## config.mk

```make
export PLATFORM = sky130hd
export DESIGN_NAME = md_arbiter
export DESIGN_NICKNAME = d
export VERILOG_FILES = /design/src/rtl/md_arbiter.sv
export SDC_FILE = /design/constraint.sdc
export NUM_CORES = 1
export LEC_CHECK = 0
export CORE_ASPECT_RATIO = 0.75
export CORE_MARGIN = 3
export CORE_UTILIZATION = 25
export CTS_BUF_LIST = sky130_fd_sc_hd__clkbuf_2
export DETAILED_ROUTE_END_ITERATION = 8
export PLACE_DENSITY = 0.69
export SETUP_SLACK_MARGIN = 0.5
export SYNTH_ARGS = -nofsm -noshare
export SYNTH_HDL_FRONTEND = slang
export SYNTH_SLANG_ARGS = --single-unit
```

## constraint.sdc

```tcl
create_clock -name clk -period 2.2 [get_ports clk]
set_input_delay 0.44 -clock clk [delete_from_list [all_inputs] [get_ports clk]]
set_output_delay 0.44 -clock clk [all_outputs]
set_load 0.1 [all_outputs]
```

## src/rtl/md_arbiter.sv

```systemverilog
// md_arbiter: two-requester front end for a shared multiply/divide unit.
//
// One operation is in flight at a time. An IDLE cycle picks a winner, accepts
// it combinationally (reqN_ready), latches op/operands/owner, then either
// starts the unit (legal op) or answers straight away with rsp_err (illegal op).
//
// Ports:
//   clk, reset          clock; synchronous active-high reset
//   reqN_valid/op/a/b   requester N operation (N = 0, 1); op 0..3 legal
//   reqN_ready          accept strobe, only in IDLE and only for the winner
//   rspN_valid          one-cycle completion pulse to requester N
//   rsp_hi/lo, rsp_err  shared result bus, meaningful with a rspN_valid
//   md_start/op/a/b     command to the shared unit (start is a 1-cycle pulse)
//   md_busy/hi/lo       unit status and result
//   owner               requester currently being served
//
// Configuration: define MD_ARB_ROUND_ROBIN_EN for round-robin arbitration on
// conflict; otherwise requester 0 has fixed priority.
module md_arbiter (
    input  logic        clk,
    input  logic        reset,
    input  logic        req0_valid,
    input  logic [2:0]  req0_op,
    input  logic [31:0] req0_a,
    input  logic [31:0] req0_b,
    output logic        req0_ready,
    input  logic        req1_valid,
    input  logic [2:0]  req1_op,
    input  logic [31:0] req1_a,
    input  logic [31:0] req1_b,
    output logic        req1_ready,
    output logic        rsp0_valid,
    output logic        rsp1_valid,
    output logic [31:0] rsp_hi,
    output logic [31:0] rsp_lo,
    output logic        rsp_err,
    output logic        md_start,
    output logic [2:0]  md_op,
    output logic [31:0] md_a,
    output logic [31:0] md_b,
    input  logic        md_busy,
    input  logic [31:0] md_hi,
    input  logic [31:0] md_lo,
    output logic        owner
);

    typedef enum logic [1:0] {StIdle, StIssue, StRun, StResp} state_e;

    state_e      state_q, state_d;
    logic [2:0]  op_q, op_d;
    logic [31:0] a_q, a_d;
    logic [31:0] b_q, b_d;
    logic        owner_q, owner_d;
`ifdef MD_ARB_ROUND_ROBIN_EN
    logic        last_grant_q, last_grant_d;
`endif

    logic        any_req;
    logic        win;
    logic [2:0]  win_op;
    logic [31:0] win_a;
    logic [31:0] win_b;

    // Winner selection; win is only meaningful while any_req is set.
    always_comb begin
        any_req = req0_valid | req1_valid;
`ifdef MD_ARB_ROUND_ROBIN_EN
        if (req0_valid && req1_valid) begin
            win = ~last_grant_q;
        end else begin
            win = ~req0_valid;
        end
`else
        win = ~req0_valid;
`endif
        win_op = win ? req1_op : req0_op;
        win_a  = win ? req1_a  : req0_a;
        win_b  = win ? req1_b  : req0_b;
    end

    always_comb begin
        state_d    = state_q;
        op_d       = op_q;
        a_d        = a_q;
        b_d        = b_q;
        owner_d    = owner_q;
`ifdef MD_ARB_ROUND_ROBIN_EN
        last_grant_d = last_grant_q;
`endif
        req0_ready = 1'b0;
        req1_ready = 1'b0;
        rsp0_valid = 1'b0;
        rsp1_valid = 1'b0;
        rsp_hi     = '0;
        rsp_lo     = '0;
        rsp_err    = 1'b0;
        md_start   = 1'b0;

        unique case (state_q)
            StIdle: begin
                if (any_req) begin
                    req0_ready = ~win;
                    req1_ready = win;
                    op_d       = win_op;
                    a_d        = win_a;
                    b_d        = win_b;
                    owner_d    = win;
`ifdef MD_ARB_ROUND_ROBIN_EN
                    last_grant_d = win;
`endif
                    // Ops 4..7 never reach the unit.
                    state_d    = win_op[2] ? StResp : StIssue;
                end
            end
            StIssue: begin
                md_start = 1'b1;
                state_d  = StRun;
            end
            StRun: begin
                // Unit raises busy the cycle after start, so the first RUN
                // cycle never sees a stale busy=0.
                if (!md_busy) begin
                    state_d = StResp;
                end
            end
            StResp: begin
                rsp0_valid = ~owner_q;
                rsp1_valid = owner_q;
                if (op_q[2]) begin
                    rsp_err = 1'b1;
                end else begin
                    rsp_hi = md_hi;
                    rsp_lo = md_lo;
                end
                state_d = StIdle;
            end
            default: state_d = StIdle;
        endcase
    end

    always_ff @(posedge clk) begin
        if (reset) begin
            state_q <= StIdle;
            op_q    <= '0;
            a_q     <= '0;
            b_q     <= '0;
            owner_q <= 1'b0;
`ifdef MD_ARB_ROUND_ROBIN_EN
            // Requester 0 wins the first conflict after reset.
            last_grant_q <= 1'b1;
`endif
        end else begin
            state_q <= state_d;
            op_q    <= op_d;
            a_q     <= a_d;
            b_q     <= b_d;
            owner_q <= owner_d;
`ifdef MD_ARB_ROUND_ROBIN_EN
            last_grant_q <= last_grant_d;
`endif
        end
    end

    assign md_op = op_q;
    assign md_a  = a_q;
    assign md_b  = b_q;
    assign owner = owner_q;

endmodule

```

==> impl_metrics.py, run 1 <==
metrics = {
    "status": {
        "status": "finished, violations left",
        "violations": "setup timing",
    },
    "floorplan": {
        "io_pins": 341,
        "fp.dieH_um": 115,
        "core_mm2": 0.0154,
        "dieArea_mm2": 0.0174,
        "core.rowCount": 39,
        "initial_utilization_pct": 25.7,
        "die_x_um": 151,
    },
    "synth": {
        "synth-seq-cells": 70,
        "ys_seq_area_share_pct": 35.4,
        "async_flop_share_pct": 0,
        "ys.flop_type": "dfxtp_1",
        "avgSynthCellArea_um2": 9.86,
        "ys_warn_count": 0,
        "netlist_area_mm2": 0.00395,
        "synth_edf_count": 0,
        "syn_nets": 610,
        "ys_types": 23,
        "synthCells": 401,
    },
    "clock_tree": {
        "clk_pin_slew_ns": 0.19,
        "root_buffer": "clkbuf_2",
        "htreeDepth": 3,
        "cts.sinks": 70,
        "cts_made_buffers": 9,
        "clock_latency_ns": 0.52,
        "cts_tree": "built",
        "ctsLongestPathBuffers": 2,
    },
    "final_layout": {
        "fin_cells": 984,
        "nNetsFinal": 982,
        "design_area_mm2": 0.00988,
        "syn_to_final_growth_pct": 150,
        "drive_gt1_share_pct": 53.5,
    },
    "routing": {
        "firstDrtPassIters": 4,
        "vias": 4554,
        "drt_iter0_drc": 129,
        "ant_nets": 0,
        "drc": 0,
        "wl_um": 20500,
        "vias_per_cell": 4.63,
        "routedWlPerCell_um": 20.9,
    },
    "worst_setup_path": {
        "crit_arrival_ns": 1.86,
        "worst-setup-path-type": "flop to output port",
        "endpoint_kind": "output port",
        "cp.required_ns": 1.76,
        "crit_path_max_fanout": 8,
        "critPathMaxStageDelay_ns": 0.40,
        "cp_slowest_cell": "dfxtp_4",
        "path_cells": "ha_4 -> nor2b_4 -> buf_6 -> buf_16 -> and2_4 -> buf_12",
        "start_kind": "flop",
    },
    "global_route": {
        "grt_max_degree": 44,
        "grt_pass1_wl_um": 26900,
        "track_usage_pct": 20.4,
        "grt_pass1_vias": 4594,
        "antenna_found_initial": 3,
        "overflow": 0,
    },
    "power": {
        "seq_power_share_pct": 15.2,
        "cellPowerDensity_mw_per_mm2": 1490,
        "pwr-share-comb_pct": 78.1,
        "p_leak_nw": 4.04,
        "intPower_w": 0.00666,
        "power_switching_w": 0.00809,
        "switching_share_pct": 54.9,
        "power_frac_clock_pct": 6.7,
        "ir_worst_vdd_mv": 1.01,
    },
    "sta": {
        "fin_ws_ns": -0.100,
        "maxSlewViolCount": 0,
        "finalCritPeriodShare_pct": 105,
        "worst_pin_slew_ns": 0.563,
        "fin_crit_ns": 2.30,
        "finalHoldViolCount": 0,
        "setup_violations": 66,
        "worst_clock_skew_ns": 0.0292,
        "max_freq_ghz": 0.435,
        "max_slew_margin_pct": 61.4,
        "holdWs_ns": 0.374,
        "rsz0062_at_grt": "true",
    },
    "flow_run": {
        "drv_cap": 0,
    },
    "place": {
        "dp.final_hpwl_um": 14400,
        "io_buffers": 340,
        "place_congestion": 0.768,
        "placement.cell_area_mm2": 0.00827,
        "dp.cells": 917,
    },
    "worst_hold_path": {
        "min_path_type": "input pin to flop",
    },
}
per-stage QoR:
step           setup WS, ns  TNS [ns]  total power (W)  utilization, %
2_1_floorplan         0.399         0          0.00867               -
3_3_place_gp          0.328         0           0.0108            53.8
3_5_place_dp          0.247         0           0.0109            53.8
4_1_cts              -0.170     -9.19           0.0129            58.4
5_1_grt              -0.217    -12.44           0.0153            64.3
6_report             -0.100     -4.76           0.0147            64.3
critical path: cells and delay by family (launching register included):
kind	cells	cell delay [ns]
and+or+nand+nor	2	0.37
buffers and inverters	3	0.45
DFF	1	0.40
adders and majority gates	1	0.13
registers in the layout, summed over array words and instances (netlist names):
name	cells
state_q	2
md_op	3
md_b	32
md_a	32
owner	1
synthesized netlist by cell type, types with 2 or more instances:
master | count | area [um^2]
clkbuf_1 | 15 | 56.3
nor2_1 | 68 | 255
a211oi_2 | 60 | 751
a21oi_1 | 3 | 15.0
mux2i_1 | 67 | 671
inv_1 | 2 | 7.51
and2_1 | 66 | 413
nand2_1 | 2 | 7.51
dfxtp_1 | 70 | 1400
a211oi_1 | 8 | 60.1
buf_2 | 15 | 75.1
ha_1 | 6 | 75.1
buf_6 | 7 | 78.8
nor2b_1 | 2 | 12.5
nor3_1 | 2 | 10.0
logic make-up (layout without fill, tap and decap cells):
family	Yosys count	count (layout)	synth area share [%]
and+or+nand+nor	143	143	18.3
muxes	67	67	17.0
buffers and inverters	40	417	5.70
DFF	70	70	35.4
other	0	1	0
adders and majority gates	6	6	1.90
AOI/OAI and AO/OA	75	75	21.7
cell type report:
| type | instances | area [um^2] |
|---|---|---|
| clock buffers | 10 | 50.0 |
| inverters | 2 | 20.0 |
| clock inverters | 6 | 109 |
| repair buffers | 399 | 5190 |
| diodes | 1 | 2.50 |
| flip-flops and latches | 70 | 1420 |
| well taps | 205 | 256 |
| multi-input cells | 291 | 2840 |
| fillers | 1196 | 5490 |
routing by layer:
metal  track usage [%]  wire length (um)  vias to the layer above
met5                 0                45                        -
met4              3.99               216                        6
met3              7.60              1690                       20
met2              37.1             10500                      184
met1              23.0              8060                     2194
li1                  -                 -                     2150
layout by cell type, fill, tap and decap left out, drive strengths merged, types with 3 or more instances in the layout:
cell	instances
ha	6
nor2	68
dfxtp	70
a21oi	3
inv	3
clkbuf	23
buf	186
and2	66
bufinv	3
clkdlybuf4s50	200
a211oi	68
mux2i	67
power by group through the flow:
stage,Clock (W),Sequential (W),Combinational [W]
after floorplan,0,0.00533,0.00334
after global placement,0,0.00207,0.00875
after detailed placement,0,0.00209,0.00886
after CTS,0.00102,0.00214,0.00977
after global routing,0.00105,0.00229,0.0119
final,0.000988,0.00224,0.0115
what timing repair did:
action	in CTS	in global routing
gates cloned	5	18
pin swaps	22	78
resized for setup	95	98
setup endpoints to repair	91	181
hold buffers	0	0
buffers inserted	12	15
worst paths after layout:
| kind | start | endpoint | slack [ns] | cells after the start |
|---|---|---|---|---|
| setup reg to reg | state_q[1] | md_b[25] | 0.30 | 11 |
| setup / recovery | state_q[0] | rsp_lo[3] | -0.10 | 6 |
| hold reg to reg | md_a[19] | md_a[19] | 0.53 | 2 |
| hold / removal | req0_valid | owner | 0.37 | 2 |
No activity file was read; power rests on OpenSTA's default activity.
==> inputs of run 2 (changes only) <==
SLEW_MARGIN = 25   (was unset)
==> results of run 2 <==
Final layout, timing and power as in run 1 (identical DEF).
